<file path="src/rtl/xibus_pkg.sv">
// Shared XiBus types: master FSM states, transfer-mode/address-low encoding
// and the CPU write strobe to bus encoding used by master and slave checkers.
package xibus_pkg;

   typedef enum logic [1:0] {
      ST_IDLE = 2'd0,
      ST_ADDR = 2'd1,
      ST_DATA = 2'd2,
      ST_RESP = 2'd3
   } state_t;

   typedef struct packed {
      logic err;
      logic tm1n;
      logic tm0n;
      logic ad1n;
      logic ad0n;
   } tmad_t;

   localparam logic [1:0] TM_OK = 2'b00;

   // Illegal strobes keep the bus pins at their idle (deasserted) levels.
   function automatic tmad_t encode_strobe(input logic [3:0] strobe);
      tmad_t t;
      case (strobe)
         4'b0000: t = 5'b01111;
         4'b1111: t = 5'b00111;
         4'b0011: t = 5'b00110;
         4'b1100: t = 5'b00100;
         4'b0001: t = 5'b00011;
         4'b0010: t = 5'b00010;
         4'b0100: t = 5'b00001;
         4'b1000: t = 5'b00000;
         default: t = 5'b11111;
      endcase
      return t;
   endfunction

endpackage

</file>
<file path="src/rtl/xibus_tm_encoder.sv">
// Combinational CPU write strobe -> {err, tm1n, tm0n, ad1n, ad0n} encoder.
module xibus_tm_encoder
   import xibus_pkg::*;
(
   input  logic [3:0] i_strobe,
   output logic [4:0] o_tmad
);

   assign o_tmad = encode_strobe(i_strobe);

endmodule

</file>
<file path="src/rtl/xibus_master.sv">
// XiBus master: turns a held CPU request into one address cycle plus data
// cycles on the multiplexed AD bus, with ack/timeout handling and status.
//
// state | meaning
// IDLE  | waiting for cpu_req, bus released
// ADDR  | address cycle, startn low, AD carries address
// DATA  | waiting for slave ackn, timeout counter running
// RESP  | one-cycle cpu_ack/cpu_error pulse, bus released
module xibus_master
   import xibus_pkg::*;
#(
   parameter int ADDR_W      = 32,
   parameter int TIMEOUT_CYC = 255,
   parameter int TO_W        = 8
) (
   input  logic              i_clk,
   input  logic              i_rst,
   input  logic              i_cpu_req,
   input  logic [3:0]        i_cpu_write,
   input  logic [ADDR_W-1:0] i_cpu_addr,
   input  logic [31:0]       i_cpu_wdata,
   output logic              o_cpu_ack,
   output logic [31:0]       o_cpu_rdata,
   output logic              o_cpu_error,
   output logic              o_cpu_busy,
   output logic              o_bus_startn,
   output logic [31:0]       o_bus_ad_o,
   output logic              o_bus_ad_oe,
   output logic              o_bus_tm1n_o,
   output logic              o_bus_tm0n_o,
   input  logic [31:0]       i_bus_ad_i,
   input  logic              i_bus_ackn_i,
   input  logic [1:0]        i_bus_tm_i
);

   logic [4:0]      w_tmad_raw;
   tmad_t           w_tmad;
   logic            w_data_done;
   logic            w_unused_addr;

   state_t          r_state;
   logic [TO_W-1:0] r_cnt;
   logic            r_is_write;
   logic [31:0]     r_wdata;
   logic            r_cpu_ack;
   logic [31:0]     r_cpu_rdata;
   logic            r_cpu_error;
   logic            r_cpu_busy;
   logic            r_bus_startn;
   logic [31:0]     r_bus_ad_o;
   logic            r_bus_ad_oe;
   logic            r_bus_tm1n;
   logic            r_bus_tm0n;

   xibus_tm_encoder u_tm_encoder (
      .i_strobe (i_cpu_write),
      .o_tmad   (w_tmad_raw)
   );

   assign w_tmad = tmad_t'(w_tmad_raw);

   // Only word-address bits reach AD; the low two come from the strobe encoding.
   assign w_unused_addr = ^i_cpu_addr;

   // Ack takes priority; the timeout fires on the cycle the counter would hit 0.
   assign w_data_done = !i_bus_ackn_i || (r_cnt <= TO_W'(1));

   always_ff @(posedge i_clk) begin
      if (i_rst) begin
         r_state      <= ST_IDLE;
         r_cnt        <= '0;
         r_is_write   <= 1'b0;
         r_wdata      <= '0;
         r_cpu_ack    <= 1'b0;
         r_cpu_rdata  <= '0;
         r_cpu_error  <= 1'b0;
         r_cpu_busy   <= 1'b0;
         r_bus_startn <= 1'b1;
         r_bus_ad_o   <= '0;
         r_bus_ad_oe  <= 1'b0;
         r_bus_tm1n   <= 1'b1;
         r_bus_tm0n   <= 1'b1;
      end else begin
         r_cpu_ack   <= 1'b0;
         r_cpu_error <= 1'b0;
         case (r_state)
            ST_IDLE: begin
               if (i_cpu_req) begin
                  r_cpu_busy <= 1'b1;
                  r_is_write <= |i_cpu_write;
                  r_wdata    <= i_cpu_wdata;
                  if (w_tmad.err) begin
                     r_state     <= ST_RESP;
                     r_cpu_ack   <= 1'b1;
                     r_cpu_error <= 1'b1;
                  end else begin
                     r_state      <= ST_ADDR;
                     r_bus_startn <= 1'b0;
                     r_bus_ad_oe  <= 1'b1;
                     r_bus_ad_o   <= {i_cpu_addr[31:2], ~w_tmad.ad1n, ~w_tmad.ad0n};
                     r_bus_tm1n   <= w_tmad.tm1n;
                     r_bus_tm0n   <= w_tmad.tm0n;
                  end
               end
            end
            ST_ADDR: begin
               r_state      <= ST_DATA;
               r_bus_startn <= 1'b1;
               r_cnt        <= TO_W'(TIMEOUT_CYC);
               r_bus_ad_oe  <= r_is_write;
               r_bus_ad_o   <= r_is_write ? r_wdata : 32'h0;
            end
            ST_DATA: begin
               if (i_bus_ackn_i) begin
                  r_cnt <= r_cnt - TO_W'(1);
               end else if (!r_is_write) begin
                  r_cpu_rdata <= i_bus_ad_i;
               end
               if (w_data_done) begin
                  r_state     <= ST_RESP;
                  r_cpu_ack   <= 1'b1;
                  r_cpu_error <= i_bus_ackn_i || (i_bus_tm_i != TM_OK);
                  r_bus_ad_oe <= 1'b0;
                  r_bus_ad_o  <= '0;
                  r_bus_tm1n  <= 1'b1;
                  r_bus_tm0n  <= 1'b1;
               end
            end
            ST_RESP: begin
               r_state    <= ST_IDLE;
               r_cpu_busy <= 1'b0;
            end
            default: r_state <= ST_IDLE;
         endcase
      end
   end

   assign o_cpu_ack    = r_cpu_ack;
   assign o_cpu_rdata  = r_cpu_rdata;
   assign o_cpu_error  = r_cpu_error;
   assign o_cpu_busy   = r_cpu_busy;
   assign o_bus_startn = r_bus_startn;
   assign o_bus_ad_o   = r_bus_ad_o;
   assign o_bus_ad_oe  = r_bus_ad_oe;
   assign o_bus_tm1n_o = r_bus_tm1n;
   assign o_bus_tm0n_o = r_bus_tm0n;

endmodule

</file>
<file path="config.mk">
export PLATFORM = sky130hd
export DESIGN_NAME = xibus_master
export DESIGN_NICKNAME = d
export VERILOG_FILES = /design/src/rtl/xibus_pkg.sv /design/src/rtl/xibus_tm_encoder.sv /design/src/rtl/xibus_master.sv
export SDC_FILE = /design/constraint.sdc
export NUM_CORES = 1
export LEC_CHECK = 0
export BUFFER_PORTS_ARGS = -buffer_cell sky130_fd_sc_hd__buf_2
export CAP_MARGIN = 20
export CORE_MARGIN = 2
export CORE_UTILIZATION = 30
export CTS_BUF_LIST = sky130_fd_sc_hd__clkbuf_16
export DETAILED_ROUTE_END_ITERATION = 7
export SKIP_CTS_REPAIR_TIMING = 1
export SYNTH_ARGS = -nofsm -noshare
export SYNTH_HDL_FRONTEND = slang
export SYNTH_HIERARCHICAL = 1
export SYNTH_SLANG_ARGS = --single-unit
</file>
<file path="constraint.sdc">
create_clock -name i_clk -period 3.08 [get_ports i_clk]
set_input_delay 0.616 -clock i_clk [delete_from_list [all_inputs] [get_ports i_clk]]
set_output_delay 0.616 -clock i_clk [all_outputs]
set_load 0.05 [all_outputs]
</file>
==> results.py <==
metrics = {
    "run_status": {
        "status": "finished clean",
    },
    "routing": {
        "drc": 0,
        "viasPerCell": 4.67,
        "detail-route-antenna-nets": 0,
        "wl_mm": 14.2,
        "vias": 4575,
        "drt_first_iter_violations": 187,
        "firstDrtPassIters": 4,
        "wire_per_inst_um": 14.4,
    },
    "place": {
        "dp_hpwl_mm": 9.02,
        "gp_congestion": 0.747,
        "port_buffers": 174,
        "placed_cells": 947,
    },
    "die": {
        "initial_core_util": 0.307,
        "core_area_um2": 16600,
        "die_x_um": 134,
        "rows": 47,
        "die-area_um2": 18000,
        "ios": 177,
        "die_h_um": 134,
    },
    "synthesis": {
        "synth-edff-count": 0,
        "ys_warn_count": 6,
        "synth_area_leader_cell": "dfxtp_1",
        "synth_flop_cell": "dfxtp_1",
        "synth_cell_types": 47,
        "synth_nets": 706,
        "synth-seq-area-share": 0.449,
        "synth_top_area_share": 0.449,
        "syn_area_um2": 5080,
        "synth_area_leaders": "dfxtp_1 (45%), a21oi_1 (11%), nand2_1 (9.8%)",
        "async_reset_ff_frac": 0,
        "synth_cells": 590,
        "syn_area_per_cell_um2": 8.62,
        "synth_seq_cells": 114,
    },
    "grt": {
        "grt_pass1_wl_mm": 22.3,
        "grt_pass1_vias": 4450,
        "grt_max_degree": 65,
        "track_usage": 0.156,
        "antenna_found_initial": 0,
        "grt_remaining_overflow": 0,
    },
    "finish": {
        "layout_commonest_cell": "buf_2",
        "most-common-layout-cells": "buf_2 (173), nand2_1 (133), dfxtp_1 (114), a21oi_1 (111), nor2b_1 (32)",
        "area.growth.synth_to_final_pct": 31.9,
        "antennaDiodeCount": 0,
        "nets": 863,
        "post-route-util": 0.405,
        "drive_gt1_frac": 0.362,
        "fin_cells": 980,
    },
    "timing": {
        "setup_viol_count_final": 0,
        "skew_ns": 0.00443,
        "timing.final.crit_share": 0.787,
        "drv_slew": 0,
        "timing.fmax_mhz": 413,
        "hold_violations": 0,
        "slew_headroom": 0.351,
        "timing.hold.ws_ns": 0.446,
        "grt_setup_unrepaired": "no",
        "worst_pin_slew_ns": 0.973,
        "setup_tns_ns": 0,
        "fin_crit_ns": 2.42,
    },
    "clock_network": {
        "cts.clk_slew.worst_paths_ns": 0.06,
        "cts_buffers": 17,
        "clkSinkCount": 114,
        "clockBufferDepth": 2,
        "cts_tree": "built",
        "htree_levels": 4,
        "clk_latency_ns": 0.40,
        "root_buffer": "clkbuf_16",
    },
    "critical_path": {
        "required_ns": 3.32,
        "rr_worst_depth": 4,
        "cp.arrival_ns": 2.66,
        "worstPathMaxFanout": 33,
        "critPathLaunchType": "register",
        "rrSetupSlack_ns": 0.66,
        "reg2reg_to": "o_bus_ad_o[16]$_SDFFE_PP0P_",
        "critPathKind": "reg -> reg",
        "timing.rr.start": "r_cnt[3]$_SDFFE_PP0P_",
        "end_kind": "register",
    },
    "hold_path": {
        "hold_path.class": "in -> reg",
        "hold_end": "r_wdata[7]$_SDFFE_PP0P_",
        "min_path_cells": 3,
        "worstHoldStart": "i_cpu_wdata[7]",
    },
    "job": {
        "cap_violations": 0,
    },
    "power": {
        "ir_drop_uv": 690,
        "pwr_density_cell_nw_per_um2": 1140,
        "p_leak_nw": 2.79,
    },
}
[worst max path at each step]
stage | from | endpoint
2_1_floorplan | i_cpu_write[0] | o_bus_ad_o[2]$_SDFFE_PP0P_
3_3_place_gp | i_cpu_write[1] | o_bus_ad_o[0]$_SDFFE_PP0P_
3_5_place_dp | i_cpu_write[1] | o_bus_ad_o[16]$_SDFFE_PP0P_
4_1_cts | r_cnt[3]$_SDFFE_PP0P_ | o_bus_ad_o[16]$_SDFFE_PP0P_
5_1_grt | r_cnt[3]$_SDFFE_PP0P_ | o_bus_ad_o[3]$_SDFFE_PP0P_
6_report | r_cnt[3]$_SDFFE_PP0P_ | o_bus_ad_o[16]$_SDFFE_PP0P_
[per-stage QoR]
| stage | worst slack (ns) | power (mW) | cell area, um2 |
|---|---|---|---|
| 2_1_floorplan | 0.593 | 4.98 | 5080 |
| 4_1_cts | 0.604 | 7.76 | 6680 |
| 3_3_place_gp | 0.265 | 5.68 | 6080 |
| 6_report | 0.656 | 7.68 | 6710 |
| 5_1_grt | 0.482 | 8.13 | 6710 |
| 3_5_place_dp | 0.244 | 5.71 | 6080 |
[layout make-up]
type / instances / area (um2)
Tap cell: 220 / 275
Sequential cell: 114 / 2280
Inverter: 11 / 41.3
Fill cell: 1719 / 9870
Clock buffer: 17 / 425
Multi-Input combinational cell: 417 / 2510
Clock inverter: 15 / 174
Timing Repair Buffer: 186 / 996
[metal layers]
layer | vias up | share of wire | track usage
li1 | 2324 | - | -
met5 | - | 0 | 0
met4 | 0 | 0.011 | 0.0526
met3 | 13 | 0.072 | 0.0495
met2 | 144 | 0.45 | 0.255
met1 | 2094 | 0.46 | 0.196
[sequential cells by signal, indices dropped and copies added (netlist names), 2 cells and up]
signal	count
o_bus_ad_o	32
o_cpu_rdata	32
r_wdata	32
r_cnt	8
r_state	2
[report_power, final]
part,internal (mW),switching (mW)
clock,1.33,0.683
sequential,1.89,0.276
combinational,1.06,2.43
total,4.29,3.39
[cell families (layout without fill, tap and decap cells)]
family	after synthesis	in the layout	synth area share
adders and majority gates	10	10	0.0246
and+or+nand+nor	205	205	0.182
DFF	114	114	0.449
buffers and inverters	59	229	0.0600
AOI/OAI and AO/OA	190	190	0.262
muxes	7	7	0.0143
xor gates and xnor gates	5	5	0.00861
[synthesized netlist by cell type, types with 3 or more instances]
cell / count
nand2_1: 133
and2_1: 4
nand2b_1: 4
nor2b_1: 32
a211oi_1: 8
xnor2_1: 3
mux2i_1: 5
buf_6: 4
clkbuf_1: 37
nor3_1: 7
a21oi_1: 111
a211oi_2: 27
nor2_1: 13
dfxtp_1: 114
ha_1: 10
a21oi_2: 27
inv_1: 10
[critical path, cell delays in order, from the launching register on]
cell and delay (ns):
dfxtp_1 0.35, or4_4 0.56, o41ai_4 0.32, and2_2 0.85
a211oi_2 0.16
Note: power is estimated with default switching activity, not from simulation.
